## config.mk

```make
export PLATFORM = sky130hd
export DESIGN_NAME = mult8_seq
export DESIGN_NICKNAME = d
export VERILOG_FILES = /design/src/rtl/mult8_seq.sv
export SDC_FILE = /design/constraint.sdc
export NUM_CORES = 1
export LEC_CHECK = 0
export CAP_MARGIN = 25
export CORE_ASPECT_RATIO = 1.75
export CORE_UTILIZATION = 40
export DETAILED_ROUTE_END_ITERATION = 10
export SLEW_MARGIN = 40
export SYNTH_ARGS = -nofsm -noshare
export SYNTH_HDL_FRONTEND = slang
export SYNTH_HIERARCHICAL = 1
export SYNTH_SLANG_ARGS = --single-unit
```

## constraint.sdc

```tcl
create_clock -name clk -period 11.8 [get_ports clk]
set_input_delay 1.18 -clock clk [delete_from_list [all_inputs] [get_ports clk]]
set_output_delay 1.18 -clock clk [all_outputs]
set_load 0.01 [all_outputs]
```

## src/rtl/mult8_seq.sv

```systemverilog
// -----------------------------------------------------------------------------
// adder8b: 8-bit ripple-carry adder. It is the only adder the multiplier uses.
//   A, B  : 8-bit addends
//   Cin   : carry in
//   S     : 8-bit sum
//   Cout  : carry out
//
// mult8_seq: 8x8 unsigned sequential shift-add multiplier. It takes 8 RUN
// cycles plus one DONE cycle per product.
//   clk   : clock; all state changes on the rising edge
//   rst   : synchronous, active-high reset
//   start : requests a multiply; only sampled while busy = 0
//   A     : multiplicand, captured on the accepting edge
//   B     : multiplier, captured on the accepting edge
//   P     : registered 16-bit product; holds its value until the next result
//   busy  : high from the accepting edge through the DONE cycle
//   done  : one-cycle pulse; P holds the new product while done is high
// -----------------------------------------------------------------------------
module adder8b (
  input  logic [7:0] A,
  input  logic [7:0] B,
  input  logic       Cin,
  output logic [7:0] S,
  output logic       Cout
);

  logic carry;

  // NOTE: every signal driven from always_comb gets a value before any branch
  // or loop. Otherwise the tool infers a latch to hold the old value.
  always_comb begin
    carry = Cin;
    S     = '0;
    for (int i = 0; i < 8; i++) begin
      S[i]  = A[i] ^ B[i] ^ carry;
      carry = (A[i] & B[i]) | (carry & (A[i] ^ B[i]));
    end
    Cout = carry;
  end

endmodule

module mult8_seq (
  input  logic        clk,
  input  logic        rst,
  input  logic        start,
  input  logic [7:0]  A,
  input  logic [7:0]  B,
  output logic [15:0] P,
  output logic        busy,
  output logic        done
);

  typedef enum logic [1:0] {
    IDLE = 2'd0,
    RUN  = 2'd1,
    DONE = 2'd2
  } state_t;

  state_t      state, state_nx;
  logic [7:0]  mcand;
  logic [7:0]  acc_hi;
  logic [7:0]  acc_lo;
  logic [3:0]  cnt;

  logic [7:0]  sum;
  logic        cout;
  logic [15:0] acc_nx;

  adder8b u_add (
    .A    (acc_hi),
    .B    (mcand),
    .Cin  (1'b0),
    .S    (sum),
    .Cout (cout)
  );

  // One shift-add step. When the multiplier bit is set, the adder carry
  // becomes the new MSB, so 0xFF * 0xFF loses nothing.
  always_comb begin
    acc_nx = {1'b0, acc_hi, acc_lo[7:1]};
    if (acc_lo[0]) begin
      acc_nx = {cout, sum, acc_lo[7:1]};
    end
  end

  always_comb begin
    state_nx = state;
    case (state)
      IDLE: if (start) state_nx = RUN;
      RUN:  if (cnt == 4'd7) state_nx = DONE;
      DONE: state_nx = IDLE;
      default: state_nx = IDLE;
    endcase
  end

  // NOTE: registers use non-blocking assignments only. Every register then
  // sees values from before the edge, whatever order the statements are in.
  always_ff @(posedge clk) begin
    if (rst) begin
      state  <= IDLE;
      mcand  <= '0;
      acc_hi <= '0;
      acc_lo <= '0;
      cnt    <= '0;
      P      <= '0;
    end else begin
      state <= state_nx;
      case (state)
        IDLE: begin
          if (start) begin
            mcand  <= A;
            acc_lo <= B;
            acc_hi <= '0;
            cnt    <= '0;
          end
        end
        RUN: begin
          {acc_hi, acc_lo} <= acc_nx;
          cnt              <= cnt + 4'd1;
          // P only changes on the final step. The intermediate accumulator
          // values never reach the output.
          if (cnt == 4'd7) P <= acc_nx;
        end
        default: ;
      endcase
    end
  end

  // busy and done are decoded from the state register only, so they cannot
  // glitch and do not depend combinationally on start.
  assign busy = (state != IDLE);
  assign done = (state == DONE);

endmodule

```

==> impl_metrics.tcl, run 1 <==
set metrics [dict create \
    overflow 0 \
    wl_met3_um 130 \
    diodes 0 \
    synth_ff_type "dfxtp_1" \
    yosysMostFrequentCell "dfxtp_1" \
    tightest_slew_ps 728 \
    grt_usage_pct 17.9 \
    worstRegToRegCells 14 \
    finClkSkew_ps 6.91 \
    power_density_nw_per_um2 116 \
    finalCriticalPeriod_ps 3900 \
    cts_hold_buf 0 \
    critical_path.max_stage_delay_ps 410 \
    fillers 496 \
    via_per_inst 5.37 \
    drc 2 \
    totalWireLength_mm 4.65 \
    synth_cells 230 \
    drtIter0Drc 37 \
    synth_edf_count 0 \
    io_buffers 36 \
    r2r-end "P[14]$_SDFFE_PP0P_" \
    r2r-start "acc_hi[0]$_SDFFE_PP0P_" \
    top_layer "met4" \
    rrSetupSlack_ps 7900 \
    drive_gt1_share_pct 7.81 \
    finalCritPeriodShare_pct 33.0 \
    area.growth.synth_to_final_pct 19.6 \
    route.met2.wl_mm 2.36 \
    post_cts_resized 0 \
    cts_buffers 5 \
    syn_avg_cell_area_um2 9.11 \
    hold_end "mcand[7]$_SDFFE_PP0P_" \
    yosys.area.top_type "dfxtp_1" \
    postCtsSetupBuffers 0 \
    crit_type "register to register" \
    first_pass_iters 7 \
    fmax_mhz 257 \
    yosysTopAreaCellShare_pct 43.9 \
    outcome "finished, violations left" \
    vias 1665 \
    synthArstFlopShare_pct 0 \
    cp_slowest_cell "fa_1" \
    slew_viol_final 0 \
    hold_path.class "register to register" \
    synth_warnings 6 \
    violations "DRC" \
    whs_path_depth 2 \
    die_area_um2 5540 \
    wl_met1_mm 2.08 \
    cts_buffer_depth 2 \
    yosysSeqAreaShare_pct 43.9 \
    io_pins 37 \
    post-place-ws_ps 7910 \
    cts_root_buf "clkbuf_8" \
    worst_setup_path_end_kind "register" \
    ys_ff_latch 46 \
    clock-sinks 46 \
    antenna_found_initial 0 \
    die_y_um 97.8 \
    clkLatencyLatePin_ps 300 \
    maxCapViolations 0 \
    ir_worst_vdd_uv 103 \
    start_util_pct 41.7 \
    rsz0062_at_grt "no" \
    path_max_fanout 3 \
    critPathArrivalTime_ps 4120 \
    die_x_um 56.7 \
    htreeDepth 2 \
    ant_nets 0 \
    synth_cell_types 39 \
    gp_congestion 0.752 \
    grt_max_degree 43 \
    finalSetupTns_ps 0 \
    cp_cell_sequence "fa_1 > inv_1 > fa_1 > inv_1 > fa_1 > fa_1 > fa_1 > fa_1 > fa_1 > inv_1 > fa_1 > inv_1 > mux2i_1 > a211oi_1" \
    power.leakage_uw 0.000906 \
    cp-start-kind "register" \
    relSlewSlack_pct 51.3 \
    setup_ws_ps 7900 \
    required_ps 12020 \
    syn-cell-area_um2 2100 \
    path_clk_slew_ps 90 \
    num_rows 34 \
    avgRoutedWirePerCell_um 15.0 \
    synth_area_leaders "dfxtp_1, fa_1, a21oi_1, nor2_1, mux2i_1" \
    final-hold-violation-count 0 \
    grt_pass1_vias 1611 \
    setup_viol 0 \
    syn-num-nets 258 \
    hp-start "mcand[7]$_SDFFE_PP0P_" \
    synth_common_cells "dfxtp_1, a21oi_1, nor2_1, nand2_1, inv_1" \
    crit_path_frequent_cell "fa_1" \
    core_area_um2 5020 \
    cts_tree "done" \
    fin_nets 284 \
    grt_pass1_wl_mm 7.71 \
    dpl.hpwl_mm 3.07 \
]
==> power breakdown <==
part           total, uW  leakage [uW]  switching, uW  internal, uW
registers            166      0.000374           5.82           160
logic               31.9      0.000488           17.6          14.3
clock network       91.9     0.0000438           52.1          39.8
==> cell families after synthesis <==
group | Yosys count | share of synthesized area [%]
flops | 46 | 43.9
simple gates | 81 | 19.7
buf+inv | 29 | 7.10
mux | 9 | 4.42
fa+ha+maj | 9 | 8.24
other cells | 1 | 0.179
compound gates | 55 | 16.4
==> routing by layer <==
| layer | vias up | GRT usage, % |
|---|---|---|
| li1 | 833 | - |
| met1 | 797 | 21.0 |
| met2 | 28 | 31.5 |
| met3 | 7 | 3.05 |
| met4 | 0 | 7.50 |
| met5 | - | 0 |
==> area by class of cell <==
class                   count  area, um2  share of cell area [%]
well taps                  54       67.6                    2.70
clock buffers               5       68.8                    2.75
multi-input cells         155       1030                    41.1
repair buffers             37        368                    14.7
flip-flops and latches     46        921                    36.7
clock inverters             2       10.0                   0.399
inverters                  11       41.3                    1.65
==> sequential cells by signal, indices dropped and copies added (netlist names) <==
name / flops
P: 16
acc_hi: 8
acc_lo: 8
cnt: 4
mcand: 8
state: 2
==> worst max path at each step <==
stage,startpoint,cells after the start,end,slack [ps]
6_report,acc_hi[0]$_SDFFE_PP0P_,14,P[14]$_SDFFE_PP0P_,7900
5_1_grt,acc_hi[0]$_SDFFE_PP0P_,14,P[14]$_SDFFE_PP0P_,7750
4_1_cts,acc_hi[0]$_SDFFE_PP0P_,14,P[14]$_SDFFE_PP0P_,7900
3_5_place_dp,acc_hi[0]$_SDFFE_PP0P_,14,P[14]$_SDFFE_PP0P_,7910
3_3_place_gp,acc_hi[0]$_SDFFE_PP0P_,14,P[14]$_SDFFE_PP0P_,7970
2_1_floorplan,acc_hi[0]$_SDFFE_PP0P_,14,P[14]$_SDFFE_PP0P_,8080
==> critical path: cells and delay by family, from the launching register on <==
family / cells / cell delay [ps]
muxes: 1 / 80
DFF: 1 / 350
adders and majority gates: 8 / 2880
buffers and inverters: 4 / 250
AOI/OAI and AO/OA: 1 / 250
==> stage by stage <==
| step | power, uW | area, um2 | utilization, % | hold WS, ps | cells |
|---|---|---|---|---|---|
| 2_1_floorplan | 191 | 2100 | - | 436 | 230 |
| 3_3_place_gp | 202 | 2420 | 48.3 | 445 | 303 |
| 5_1_grt | 302 | 2510 | 49.9 | 492 | 310 |
| 3_5_place_dp | 202 | 2420 | 48.3 | 451 | 303 |
| 6_report | 290 | 2510 | 49.9 | 459 | 310 |
| 4_1_cts | 292 | 2500 | 49.9 | 462 | 310 |
==> layout by cell type (no fill, tap or decap), types with 5 or more instances in the layout <==
cell type	Yosys	layout
clkbuf_8	0	5
mux2i_1	7	7
nand3_1	9	9
fa_1	8	8
inv_1	11	11
o21ai_0	8	8
o2bb2ai_1	6	6
clkdlybuf4s50_1	0	36
a211oi_1	7	7
nor2_1	26	26
nor4_1	7	7
a21oi_1	26	26
nand2_1	18	18
dfxtp_1	46	46
Note: power is estimated with default switching activity, not from simulation.
==> run 2, diff against run 1 <==
==> constraint.sdc (replaced) <==
create_clock -name clk -period 3.6 [get_ports clk]
set_input_delay 0.36 -clock clk [delete_from_list [all_inputs] [get_ports clk]]
set_output_delay 0.36 -clock clk [all_outputs]
set_load 0.01 [all_outputs]
==> run 2 against run 1 <==
Compared with the run above:
- the run still ends with DRC left
- utilization rose by 0.87 points
- final area is 1.7% higher
- combinational power increased to 3.3 times the previous value
- hold slack improved by 1.0 ps
- largest power group unchanged
- sequential cell count stayed put
==> impl_metrics.tcl, run 2 (synthesized netlist as in run 1, its figures left out) <==
set metrics [dict create \
    fin_nets 285 \
    final_cells 312 \
    tightest_slew_ps 818 \
    wl_met3_um 114 \
    top_layer "met4" \
    cp-start-kind "register" \
    power_density_nw_per_um2 384 \
    setup_viol 0 \
    critPathArrivalTime_ps 3810 \
    finClkSkew_ps 8.66 \
    finalSetupTns_ps 0 \
    die_y_um 97.8 \
    mostFrequentLayoutCells "dfxtp_1, clkdlybuf4s50_1, nor2_1, a21oi_1, nand2_1" \
    postLayoutCoreUtil_pct 50.8 \
    maxCapViolations 0 \
    violations "DRC" \
    crit_type "register to register" \
    overflow 0 \
    drtIter0Drc 35 \
    worst_setup_path_end_kind "register" \
    r2r-start "acc_hi[0]$_SDFFE_PP0P_" \
    via_per_inst 5.39 \
    core_area_um2 5020 \
    path_max_fanout 2 \
    final-hold-violation-count 0 \
    cts_root_buf "clkbuf_8" \
    relSlewSlack_pct 45.5 \
    grt_max_degree 43 \
    io_pins 37 \
    cts_hold_buf 0 \
    fmax_mhz 279 \
    dpl.hpwl_mm 3.14 \
    diodes 0 \
    gp_congestion 0.794 \
    antenna_found_initial 0 \
    postCtsSetupBuffers 0 \
    ant_nets 0 \
    area.growth.synth_to_final_pct 21.7 \
    finalCriticalPeriod_ps 3580 \
    slew_viol_final 0 \
    htreeDepth 2 \
    avgRoutedWirePerCell_um 15.3 \
    die_x_um 56.7 \
    largest_register_ffs 16 \
    outcome "finished, violations left" \
    drc 4 \
    required_ps 3830 \
    finalCritPeriodShare_pct 99.5 \
    cts_tree "done" \
    cts_buffers 5 \
    ir_worst_vdd_uv 240 \
    placed_cells 304 \
    path_clk_slew_ps 90 \
    final_common_cell "dfxtp_1" \
    die_area_um2 5540 \
    grt_usage_pct 18.4 \
    vias 1682 \
    grt_pass1_vias 1664 \
    top_register "P" \
    hold_path.class "register to register" \
    totalWireLength_mm 4.76 \
    cts_buffer_depth 2 \
    drive_gt1_share_pct 12.4 \
    clkLatencyLatePin_ps 300 \
    io_buffers 36 \
    stdcell_area_um2 2550 \
    crit_start "acc_hi[0]$_SDFFE_PP0P_" \
    power.leakage_uw 0.000903 \
    power.total_uw 980 \
    dpl_cell_area_um2 2440 \
    grt_pass1_wl_mm 7.94 \
    rsz0062_at_grt "yes" \
    num_rows 34 \
    start_util_pct 41.7 \
    first_pass_iters 7 \
    route.met2.wl_mm 2.50 \
    rrSetupSlack_ps 20 \
    cp-endpoint "P[14]$_SDFFE_PP0P_" \
    clock-sinks 46 \
    worstRegToRegCells 14 \
    wl_met1_mm 2.08 \
    r2r-end "P[14]$_SDFFE_PP0P_" \
]
[run 2: layout make-up]
type / count / area (um2)
tap: 54 / 67.6
clock inverter: 1 / 5.00
sequential: 46 / 922
clock buffer: 7 / 86.3
multi-input combinational: 155 / 1050
timing repair buffer: 38 / 375
inverter: 11 / 41.3
fill: 495 / 2470
[run 2: through the flow]
step           hold slack (ps)  setup WS [ps]
6_report                   460           17.0
5_1_grt                    492          -95.1
4_1_cts                    465          -10.8
3_3_place_gp               447          -71.1
2_1_floorplan              436           14.7
3_5_place_dp               453           -127
[run 2: worst min-delay path by stage]
stage,startpoint,end,slack [ps],depth (start not counted)
6_report,mcand[7]$_SDFFE_PP0P_,mcand[7]$_SDFFE_PP0P_,460,2
5_1_grt,mcand[7]$_SDFFE_PP0P_,mcand[7]$_SDFFE_PP0P_,490,2
4_1_cts,mcand[7]$_SDFFE_PP0P_,mcand[7]$_SDFFE_PP0P_,460,2
3_5_place_dp,mcand[7]$_SDFFE_PP0P_,mcand[7]$_SDFFE_PP0P_,450,2
3_3_place_gp,mcand[7]$_SDFFE_PP0P_,mcand[7]$_SDFFE_PP0P_,450,2
2_1_floorplan,mcand[1]$_SDFFE_PP0P_,mcand[1]$_SDFFE_PP0P_,440,2
[run 2: critical path, cell delays in order, from the launching register on]
cell and delay [ps]:
dfxtp_2 340, fa_2 380, inv_2 60, fa_2 180, inv_2 40, fa_2 340, fa_2 350, fa_2 350
fa_2 350, fa_2 340, inv_2 60, fa_1 410, inv_1 80, mux2i_2 80, a211oi_2 180
[run 2: routing by layer]
metal	GRT usage (%)	vias to the layer above
li1	-	837
met1	21.2	810
met2	33.6	29
met4	5.77	0
met5	0	-
met3	3.18	6
[run 2: timing repair]
action                                  in CTS  in global routing
resized for setup                            7                  2
endpoints found under the setup margin       2                  2
pin swaps                                    3                  1
[run 2: where the power goes]
part / internal [uW] / total, uW / switching, uW
Clock: 155 / 329 / 174
Sequential: 525 / 546 / 20.2
Combinational: 47.6 / 105 / 57.7
Total: 728 / 980 / 252
==> run 3, diff against run 2 <==
--- a/config.mk
+++ b/config.mk
@@ -5,6 +5,7 @@
 export SDC_FILE = /design/constraint.sdc
 export NUM_CORES = 1
 export LEC_CHECK = 0
+export ABC_CLOCK_PERIOD_IN_PS = 3600
 export CAP_MARGIN = 25
 export CORE_ASPECT_RATIO = 1.75
 export CORE_UTILIZATION = 40
==> results of run 3 <==
No change in the layout: final DEF, timing and power equal those of run 2.
